==> src/rtl/equiv_pkg.sv <==
// Shared types for the equivalence mismatch monitor: FSM states and the mismatch record payload.
package equiv_pkg;

    localparam int unsigned MON_W  = 91;
    localparam int unsigned MON_CW = 32;

    typedef enum logic [1:0] {
        IDLE   = 2'd0,
        WARMUP = 2'd1,
        RUN    = 2'd2,
        DONE   = 2'd3
    } mon_state_t;

    typedef struct packed {
        logic [MON_CW-1:0] cyc;
        logic [MON_W-1:0]  diff;
    } mis_rec_t;

endpackage

==> src/rtl/equiv_rec_fifo.sv <==
// Mismatch record FIFO: DEPTH entries, extra-bit pointers, flush, and push-when-full allowed with a same-cycle pop.
module equiv_rec_fifo
    import equiv_pkg::*;
#(
    parameter int unsigned DEPTH = 4
) (
    input  logic     clk,
    input  logic     rst_n,
    input  logic     flush,
    input  logic     push,
    input  mis_rec_t push_rec,
    input  logic     pop,
    output mis_rec_t head,
    output logic     empty,
    output logic     full,
    output logic     drop_c
);

    localparam int unsigned AW = $clog2(DEPTH);

    logic [AW:0] wr_ptr;
    logic [AW:0] rd_ptr;
    mis_rec_t    mem [DEPTH];
    logic        push_ok;
    logic        pop_ok;

    assign empty   = (wr_ptr == rd_ptr);
    assign full    = (wr_ptr[AW] != rd_ptr[AW]) && (wr_ptr[AW-1:0] == rd_ptr[AW-1:0]);
    assign pop_ok  = pop & ~empty;
    assign push_ok = push & (~full | pop_ok);
    assign drop_c  = push & full & ~pop_ok;
    assign head    = mem[rd_ptr[AW-1:0]];

    always_ff @(posedge clk or negedge rst_n) begin
        if (!rst_n) begin
            wr_ptr <= '0;
            rd_ptr <= '0;
        end else if (flush) begin
            wr_ptr <= '0;
            rd_ptr <= '0;
        end else begin
            if (push_ok) wr_ptr <= wr_ptr + (AW+1)'(1);
            if (pop_ok)  rd_ptr <= rd_ptr + (AW+1)'(1);
        end
    end

    // When full with a pop, the write lands in the slot being vacated; the new head is read from rd_ptr+1.
    always_ff @(posedge clk) begin
        if (push_ok && !flush) mem[wr_ptr[AW-1:0]] <= push_rec;
    end

endmodule

==> src/rtl/equiv_mismatch_monitor.sv <==
// Compares two implementation outputs each cycle, counts mismatches and streams {cycle, y_1^y_2} records.
module equiv_mismatch_monitor
    import equiv_pkg::*;
#(
    parameter int unsigned W            = MON_W,
    parameter int unsigned CW           = MON_CW,
    parameter int unsigned DEPTH        = 4,
    parameter int unsigned WARMUP_CYC   = 2,
    parameter int unsigned RUN_CYC      = 1024,
    parameter bit          STOP_ON_FAIL = 1'b1
) (
    input  logic          clk,
    input  logic          rst_n,
    input  logic          start,
    input  logic [W-1:0]  y_1,
    input  logic [W-1:0]  y_2,
    output logic          rec_valid,
    input  logic          rec_ready,
    output logic [CW-1:0] rec_cycle,
    output logic [W-1:0]  rec_diff,
    output logic [CW-1:0] cycle_cnt,
    output logic [CW-1:0] mismatch_cnt,
    output logic          fail,
    output logic          overflow,
    output logic          busy
);

    localparam int unsigned WARM_W    = (WARMUP_CYC > 1) ? $clog2(WARMUP_CYC) : 1;
    localparam int unsigned WARM_LAST = (WARMUP_CYC > 0) ? WARMUP_CYC - 1 : 0;
    localparam int unsigned RUN_LAST  = (RUN_CYC > 0) ? RUN_CYC - 1 : 0;
    localparam mon_state_t  START_ST  = (WARMUP_CYC == 0) ? RUN : WARMUP;
    localparam logic [CW-1:0] CNT_MAX = '1;

    mon_state_t        state;
    logic [WARM_W-1:0] warm_cnt;
    logic [W-1:0]      s1_y_1;
    logic [W-1:0]      s1_y_2;
    logic [W-1:0]      diff_c;
    logic              mis_c;
    logic              run_end_c;
    logic              start_ok_c;
    logic              push_c;
    logic              drop_c;
    logic              empty;
    logic              full;
    mis_rec_t          push_rec;
    mis_rec_t          head;

    // Input stage: the compare always sees the values sampled one edge earlier.
    always_ff @(posedge clk or negedge rst_n) begin
        if (!rst_n) begin
            s1_y_1 <= '0;
            s1_y_2 <= '0;
        end else begin
            s1_y_1 <= y_1;
            s1_y_2 <= y_2;
        end
    end

    assign diff_c     = s1_y_1 ^ s1_y_2;
    assign mis_c      = |diff_c;
    assign run_end_c  = (RUN_CYC != 0) && (cycle_cnt == CW'(RUN_LAST));
    assign start_ok_c = start && ((state == IDLE) || (state == DONE));
    assign push_c     = (state == RUN) && mis_c;
    assign push_rec   = '{cyc: MON_CW'(cycle_cnt), diff: MON_W'(diff_c)};

    always_ff @(posedge clk or negedge rst_n) begin
        if (!rst_n) begin
            state        <= IDLE;
            warm_cnt     <= '0;
            cycle_cnt    <= '0;
            mismatch_cnt <= '0;
            fail         <= 1'b0;
            overflow     <= 1'b0;
        end else begin
            unique case (state)
                IDLE, DONE: begin
                    if (start) begin
                        state        <= START_ST;
                        warm_cnt     <= '0;
                        cycle_cnt    <= '0;
                        mismatch_cnt <= '0;
                        fail         <= 1'b0;
                        overflow     <= 1'b0;
                    end
                end
                WARMUP: begin
                    if (warm_cnt == WARM_W'(WARM_LAST)) begin
                        state    <= RUN;
                        warm_cnt <= '0;
                    end else begin
                        warm_cnt <= warm_cnt + WARM_W'(1);
                    end
                end
                RUN: begin
                    cycle_cnt <= cycle_cnt + CW'(1);
                    if (mis_c) begin
                        if (mismatch_cnt != CNT_MAX) mismatch_cnt <= mismatch_cnt + CW'(1);
                        fail <= 1'b1;
                    end
                    if (drop_c) overflow <= 1'b1;
                    // The final compare (or first failure) is fully accounted before leaving RUN.
                    if (run_end_c || (STOP_ON_FAIL && mis_c)) state <= DONE;
                end
                default: state <= IDLE;
            endcase
        end
    end

    equiv_rec_fifo #(
        .DEPTH (DEPTH)
    ) u_fifo (
        .clk      (clk),
        .rst_n    (rst_n),
        .flush    (start_ok_c),
        .push     (push_c),
        .push_rec (push_rec),
        .pop      (rec_ready),
        .head     (head),
        .empty    (empty),
        .full     (full),
        .drop_c   (drop_c)
    );

    assign rec_valid = ~empty;
    assign rec_cycle = rec_valid ? CW'(head.cyc) : '0;
    assign rec_diff  = rec_valid ? W'(head.diff) : '0;
    assign busy      = (state == WARMUP) || (state == RUN);

endmodule
==> config.mk <==
export PLATFORM = sky130hd
export DESIGN_NAME = equiv_mismatch_monitor
export DESIGN_NICKNAME = d
export VERILOG_FILES = /design/src/rtl/equiv_pkg.sv /design/src/rtl/equiv_rec_fifo.sv /design/src/rtl/equiv_mismatch_monitor.sv
export SDC_FILE = /design/constraint.sdc
export NUM_CORES = 1
export LEC_CHECK = 0
export CAP_MARGIN = 10
export CORE_MARGIN = 2
export CORE_UTILIZATION = 45
export CTS_BUF_LIST = sky130_fd_sc_hd__clkbuf_2 sky130_fd_sc_hd__clkbuf_4 sky130_fd_sc_hd__clkbuf_8
export CTS_CLUSTER_SIZE = 24
export DETAILED_ROUTE_END_ITERATION = 16
export DONT_BUFFER_PORTS = 1
export GPL_TIMING_DRIVEN = 0
export SYNTH_ARGS = -nofsm -noshare
export SYNTH_HDL_FRONTEND = slang
export SYNTH_SLANG_ARGS = --single-unit
==> constraint.sdc <==
create_clock -name clk -period 6.1 [get_ports clk]
set_input_delay 1.525 -clock clk [delete_from_list [all_inputs] [get_ports clk]]
set_output_delay 1.525 -clock clk [all_outputs]
set_load 0.005 [all_outputs]
==> flow_summary_export.csv, run 1 <==
group,metric,value,unit
layout,layout_commonest_cell,"edfxtp_1",
die,io_pins,377,
yosys,synth_seq_cells,749,
layout,stdcell_count,2602,
drt,ant_nets,0,
global_routing,grt_max_degree,258,
setup_path,endpoint_kind,"output port",
timing,rsz0062_at_grt,"false",
power_and_ir_drop,p_clk_share,32.8,%
setup_path,critical_path_class,"reg2out",
yosys,synthFlopType,"edfxtp_1",
yosys,synth.yosys.seq_area_share,74.9,%
power_and_ir_drop,intPower,9810,uW
layout,nFillCells,5092,
timing,period_minus_slack,5270,ps
timing,setup_viol,0,
die,fp.dieArea,64900,sq um
cts,cts_tree,"yes",
place,io_buffer_count,0,
flow_run,maxCapViolCount,0,
timing,relSlewSlack,28.9,%
power_and_ir_drop,power.density,433,nW/um^2
setup_path,r2r_cells,7,
yosys,synth_warnings,0,
setup_path,crit_fanout,10,
cts,cts_buffer_depth,3,
cts,clock_sinks,749,
drt,vias_per_cell,5.40,
die,start_util,45.7,%
drt,routed_wl,61900,um
timing,period_share,86.3,%
cts,postCtsHoldBufs,0,
layout,fin_nets,1855,
yosys,avgSynthCellArea,18.5,sq um
drt,initialDrtViolationCount,932,
yosys,synth_cells,1529,
global_routing,grt-ovfl-total,0,
drt,vias,14100,
layout,drive_above_1_share,22.9,%
place,globalplace.congestion,0.836,
drt,route.detailed.drc,0,
place,pre_cts_slack,1360,ps
cts,cts_resized,0,
power_and_ir_drop,vdd_drop_max,0.300,mV
cts,clock_latency,740,ps
global_routing,grt_usage,19.1,%
power_and_ir_drop,p_sw,4180,uW
die,die_h,255,um
yosys,synth.net_count,1725,
setup_path,crit_required,4580,ps
setup_path,critical_path_arrival,3740,ps
layout,layout_common_cells,"edfxtp_1 (492), dfrtp_1 (257), clkbuf_8 (143)",
yosys,syn_area,28300,sq um
power_and_ir_drop,p_leak,0.0114,uW
drt,avgRoutedWirePerCell,23.8,um
yosys,synth_enable_flop_cells,492,
timing,hold_viol_final,0,
global_routing,antenna_found_initial,2,
layout,syn2layout_area_growth,14.1,%
timing,tightest_slew,1070,ps
yosys,async_flop_share,34.3,%
global_routing,grt_pass1_vias,14600,
yosys,synth.distinct_cells,52,
cts,cts_buffers,119,
timing,max_freq,0.190,GHz
place,dp.cells,2375,
hold_path,hold_class,"in2async",
drt,drt_first_pass_iters,5,
die,rows,91,
timing,tns,0,ps
cts,clk_pin_slew,60,ps
timing,finClkSkew,31.5,ps
power_and_ir_drop,p_total,14000,uW
cts,ctsHtreeMaxLevel,3,
die,die_w,255,um
timing,slew_viol_final,0,
cts,cts_setup_buffers,0,
setup_path,startpoint_type,"flop",
power_and_ir_drop,comb_power_share,24.0,%
timing,worst_slack,833,ps
power_and_ir_drop,netSwitchingFraction,29.9,%
die,core_area,61900,sq um
power_and_ir_drop,seqPwrFrac,43.2,%
global_routing,grt_pass1_wl,91400,um
place,hpwlAfterDp,39900,um
cts,root_buffer,"clkbuf_8",
outcome,status,"finished clean",
## through the flow
stage	hold WS [ps]	cell area, sq um	util, %
final	503	32300	52.1
after floorplan	487	28300	-
after detailed placement	525	29600	47.8
after CTS	424	32300	52.1
after global routing	423	32300	52.1
after global placement	516	29400	47.4
## state kept, by name (all words and copies together), names as in the netlist
name,flops
cycle_cnt,32
fail,1
mismatch_cnt,32
overflow,1
s1_y_1,91
s1_y_2,91
state,2
u_fifo.mem,492
u_fifo.rd_ptr,3
u_fifo.wr_ptr,3
warm_cnt,1
## per-layer routing
metal | up-vias | GRT usage (%) | wire, um | part of all wire [%]
met2 | 439 | 30.9 | 30600 | 49
met4 | 2 | 5.90 | 1400 | 2.3
met1 | 7346 | 24.8 | 25200 | 41
met3 | 103 | 5.95 | 4680 | 7.6
li1 | 6161 | - | - | -
met5 | - | 0 | 13 | 0.021
## cells in the mapped netlist (all sizes together), types with 13 or more instances
cell,count,area share (%)
edfxtp,492,52
dfrtp,257,23
and2,126,2.8
mux4,123,9.8
xor2,107,3.3
nand2,39,0.52
clkbuf,38,0.50
nor2,38,0.52
nor4,31,0.71
nand3,26,0.46
nand4,26,0.60
buf,25,0.62
a21oi,24,0.57
and3,18,0.42
o21ai,17,0.42
or3,16,0.35
xnor2,16,0.50
nand2b,13,0.29
## final timing paths
path	slack, ps	from	endpoint
min in group clk	540	fail	fail
worst max-delay path	830	u_fifo.rd_ptr[1]	rec_diff[69]
max in group asynchronous	5030	rst_n	s1_y_2[40]
worst min-delay path	500	rst_n	cycle_cnt[9]
worst max register to register	2220	s1_y_2[87]	u_fifo.mem[2][3]
worst min register to register	540	fail	fail
## worst max-delay path: stages (launching register included)
cell      delay [ps]
dfrtp_1          350
clkbuf_1         460
xnor2_1          160
nand3_1          520
clkbuf_1         770
clkbuf_1         470
and2_1           280
## final cells by class
class                      count  area [sq um]  area share [%]
sequential                   749         21200            65.7
multi-input combinational    707          6770            21.0
clock buffer                 194          2350            7.28
tap                          837          1050            3.24
buffer                        63           319           0.988
clock inverter                31           314           0.973
timing repair buffer           9           248           0.767
inverter                      10          37.5           0.116
antenna                        2          5.00          0.0155
## kinds of logic (layout without fill, tap and decap cells)
group / Yosys count / count (layout) / synth area share, %
AO/OA/AOI/OAI: 82 / 82 / 2.18
XOR/XNOR: 123 / 123 / 3.81
adder cells (fa/ha/maj): 10 / 10 / 0.442
buffers and inverters: 73 / 307 / 1.26
flip-flops: 749 / 749 / 74.9
multiplexers: 130 / 130 / 10.0
other: 0 / 2 / 0
AND/OR/NAND/NOR: 362 / 362 / 7.36
## power groups by stage
stage	Clock (uW)	Sequential (uW)	Combinational (uW)
6_report	4590	6040	3360
5_1_grt	4920	6080	3710
4_1_cts	4710	6040	3500
3_5_place_dp	0	6140	3480
3_3_place_gp	0	6220	3410
2_1_floorplan	0	6140	2260
Power figures use the tool's default switching activity.
==> run 2: changes to the inputs <==
--- a/config.mk
+++ b/config.mk
@@ -13,6 +13,7 @@
 export DETAILED_ROUTE_END_ITERATION = 16
 export DONT_BUFFER_PORTS = 1
 export GPL_TIMING_DRIVEN = 0
+export REMOVE_ABC_BUFFERS = 1
 export SYNTH_ARGS = -nofsm -noshare
 export SYNTH_HDL_FRONTEND = slang
 export SYNTH_SLANG_ARGS = --single-unit
==> run 2 against run 1 <==
Against the previous run:
- register-to-register slack got worse by 180 ps
- routed wire length fell by 3.3%
- critical endpoint is now rec_diff[82]
- cell count fell by 2.2%
- clock-buffer cell count fell by 27
- total power fell by 2.0%
==> flow_summary_export.csv, run 2 (synthesized netlist as in run 1, its figures left out) <==
group,metric,value,unit
drt,avgRoutedWirePerCell,23.5,um
cts,postCtsHoldBufs,0,
drt,vias,13700,
cts,cts_setup_buffers,0,
die,rows,91,
power_and_ir_drop,intPower,9570,uW
layout,layout_common_cells,"edfxtp_1 (492), dfrtp_1 (255), clkbuf_8 (135)",
layout,stdcell_area,32000,sq um
drt,vias_per_cell,5.39,
timing,worst_hold_slack,536,ps
global_routing,grt_usage,18.3,%
setup_path,endpoint_kind,"output port",
power_and_ir_drop,seqPwrFrac,44.5,%
setup_path,crit_required,4580,ps
setup_path,reg2reg_setup_slack,2040,ps
cts,cts_tree,"yes",
global_routing,grt-ovfl-total,0,
power_and_ir_drop,netSwitchingFraction,30.2,%
place,hpwlAfterDp,36300,um
drt,route.detailed.drc,0,
power_and_ir_drop,p_clk_share,31.6,%
layout,multi_input_area,6790,sq um
timing,max_freq,0.207,GHz
global_routing,grt_pass1_vias,14500,
layout,drive_above_1_share,21.8,%
layout,nFillCells,5052,
power_and_ir_drop,power.density,429,nW/um^2
layout,syn2layout_area_growth,13.0,%
timing,finClkSkew,59.7,ps
power_and_ir_drop,comb_power_share,24.0,%
timing,tightest_slew,875,ps
cts,clock_latency,730,ps
global_routing,grt_pass1_wl,89000,um
cts,ctsHtreeMaxLevel,3,
setup_path,critical_path_class,"reg2out",
timing,rsz0062_at_grt,"false",
die,die_h,255,um
timing,period_minus_slack,4820,ps
die,io_pins,377,
setup_path,critPathBufInv,1,
drt,drt_first_pass_iters,5,
setup_path,crit_family,"simple AND/OR/NAND/NOR gates",
drt,routed_wl,59800,um
cts,cts_buffers,119,
layout,seqCellArea,21200,sq um
flow_run,maxCapViolCount,0,
place,postPlaceCellArea,29500,sq um
setup_path,crit_chain,"xnor2_1 -> nand3_4 -> buf_16 -> and2_1",
timing,hold_viol_final,0,
setup_path,critical_path_arrival,3300,ps
die,start_util,45.7,%
outcome,status,"finished clean",
global_routing,antenna_found_initial,3,
layout,fin_nets,1799,
timing,relSlewSlack,41.5,%
setup_path,crit_fanout,67,
power_and_ir_drop,p_sw,4140,uW
hold_path,hold_class,"in2async",
cts,clk_pin_slew,60,ps
place,globalplace.congestion,0.771,
setup_path,startpoint_type,"flop",
layout,layout_commonest_cell,"edfxtp_1",
die,die_w,255,um
cts,clock_sinks,749,
drt,ant_nets,0,
place,io_buffer_count,0,
timing,setup_viol,0,
timing,period_share,79.1,%
setup_path,cpPeakStageDelay,700,ps
power_and_ir_drop,vdd_drop_max,0.401,mV
cts,cts_buffer_depth,3,
cts,root_buffer,"clkbuf_8",
die,core_area,61900,sq um
setup_path,crit_slowest_cell,"nand3_4",
layout,largest_reg_flops,492,
drt,initialDrtViolationCount,806,
power_and_ir_drop,p_total,13700,uW
timing,slew_viol_final,0,
cts,cts_resized,0,
global_routing,grt_max_degree,258,
die,fp.dieArea,64900,sq um
power_and_ir_drop,p_leak,0.0112,uW
==> run 2: area by class of cell <==
cell class,instances,share of cell area (%)
clock inverter,58,1.19
clock buffer,167,6.56
tap,837,3.27
sequential,749,66.3
antenna,2,0.0156
multi-input combinational,707,21.2
timing repair buffer,16,1.33
inverter,10,0.117
==> run 2: path summary, 6_finish.rpt <==
kind                                       start           endpoint  depth (start not counted)
worst max-delay path            u_fifo.rd_ptr[1]       rec_diff[82]                          4
worst min-delay path                       rst_n    mismatch_cnt[4]                          0
worst max register to register        s1_y_2[55]  u_fifo.mem[2][73]                          9
worst min register to register              fail               fail                          1
max in group asynchronous                  rst_n         s1_y_1[23]                          0
min in group clk                            fail               fail                          1
==> run 2: power by group through the flow <==
stage | Sequential [uW] | Combinational (uW) | Clock, uW
floorplan | 6360 | 2130 | 0
global placement | 6650 | 3080 | 0
detailed placement | 6210 | 3410 | 0
CTS | 6110 | 3420 | 4460
global route | 6140 | 3580 | 4680
finish | 6100 | 3290 | 4330
==> run 2: routing by layer <==
| layer | track usage [%] | wire, um | vias up |
|---|---|---|---|
| met3 | 5.65 | 4420 | 100 |
| met5 | 0 | 0 | - |
| met2 | 30.2 | 29800 | 391 |
| li1 | - | - | 6054 |
| met1 | 23.6 | 24300 | 7177 |
| met4 | 5.35 | 1260 | 0 |
==> run 2: through the flow <==
step	setup TNS (ps)	instances	setup WS, ps	utilization (%)
final	0	2546	1280	51.7
after global routing	0	2545	1050	51.6
after CTS	0	2544	1130	51.6
after detailed placement	0	2319	1790	47.6
after global placement	-5233450	2303	-8660	46.9
after floorplan	-1797910	1466	-3020	-
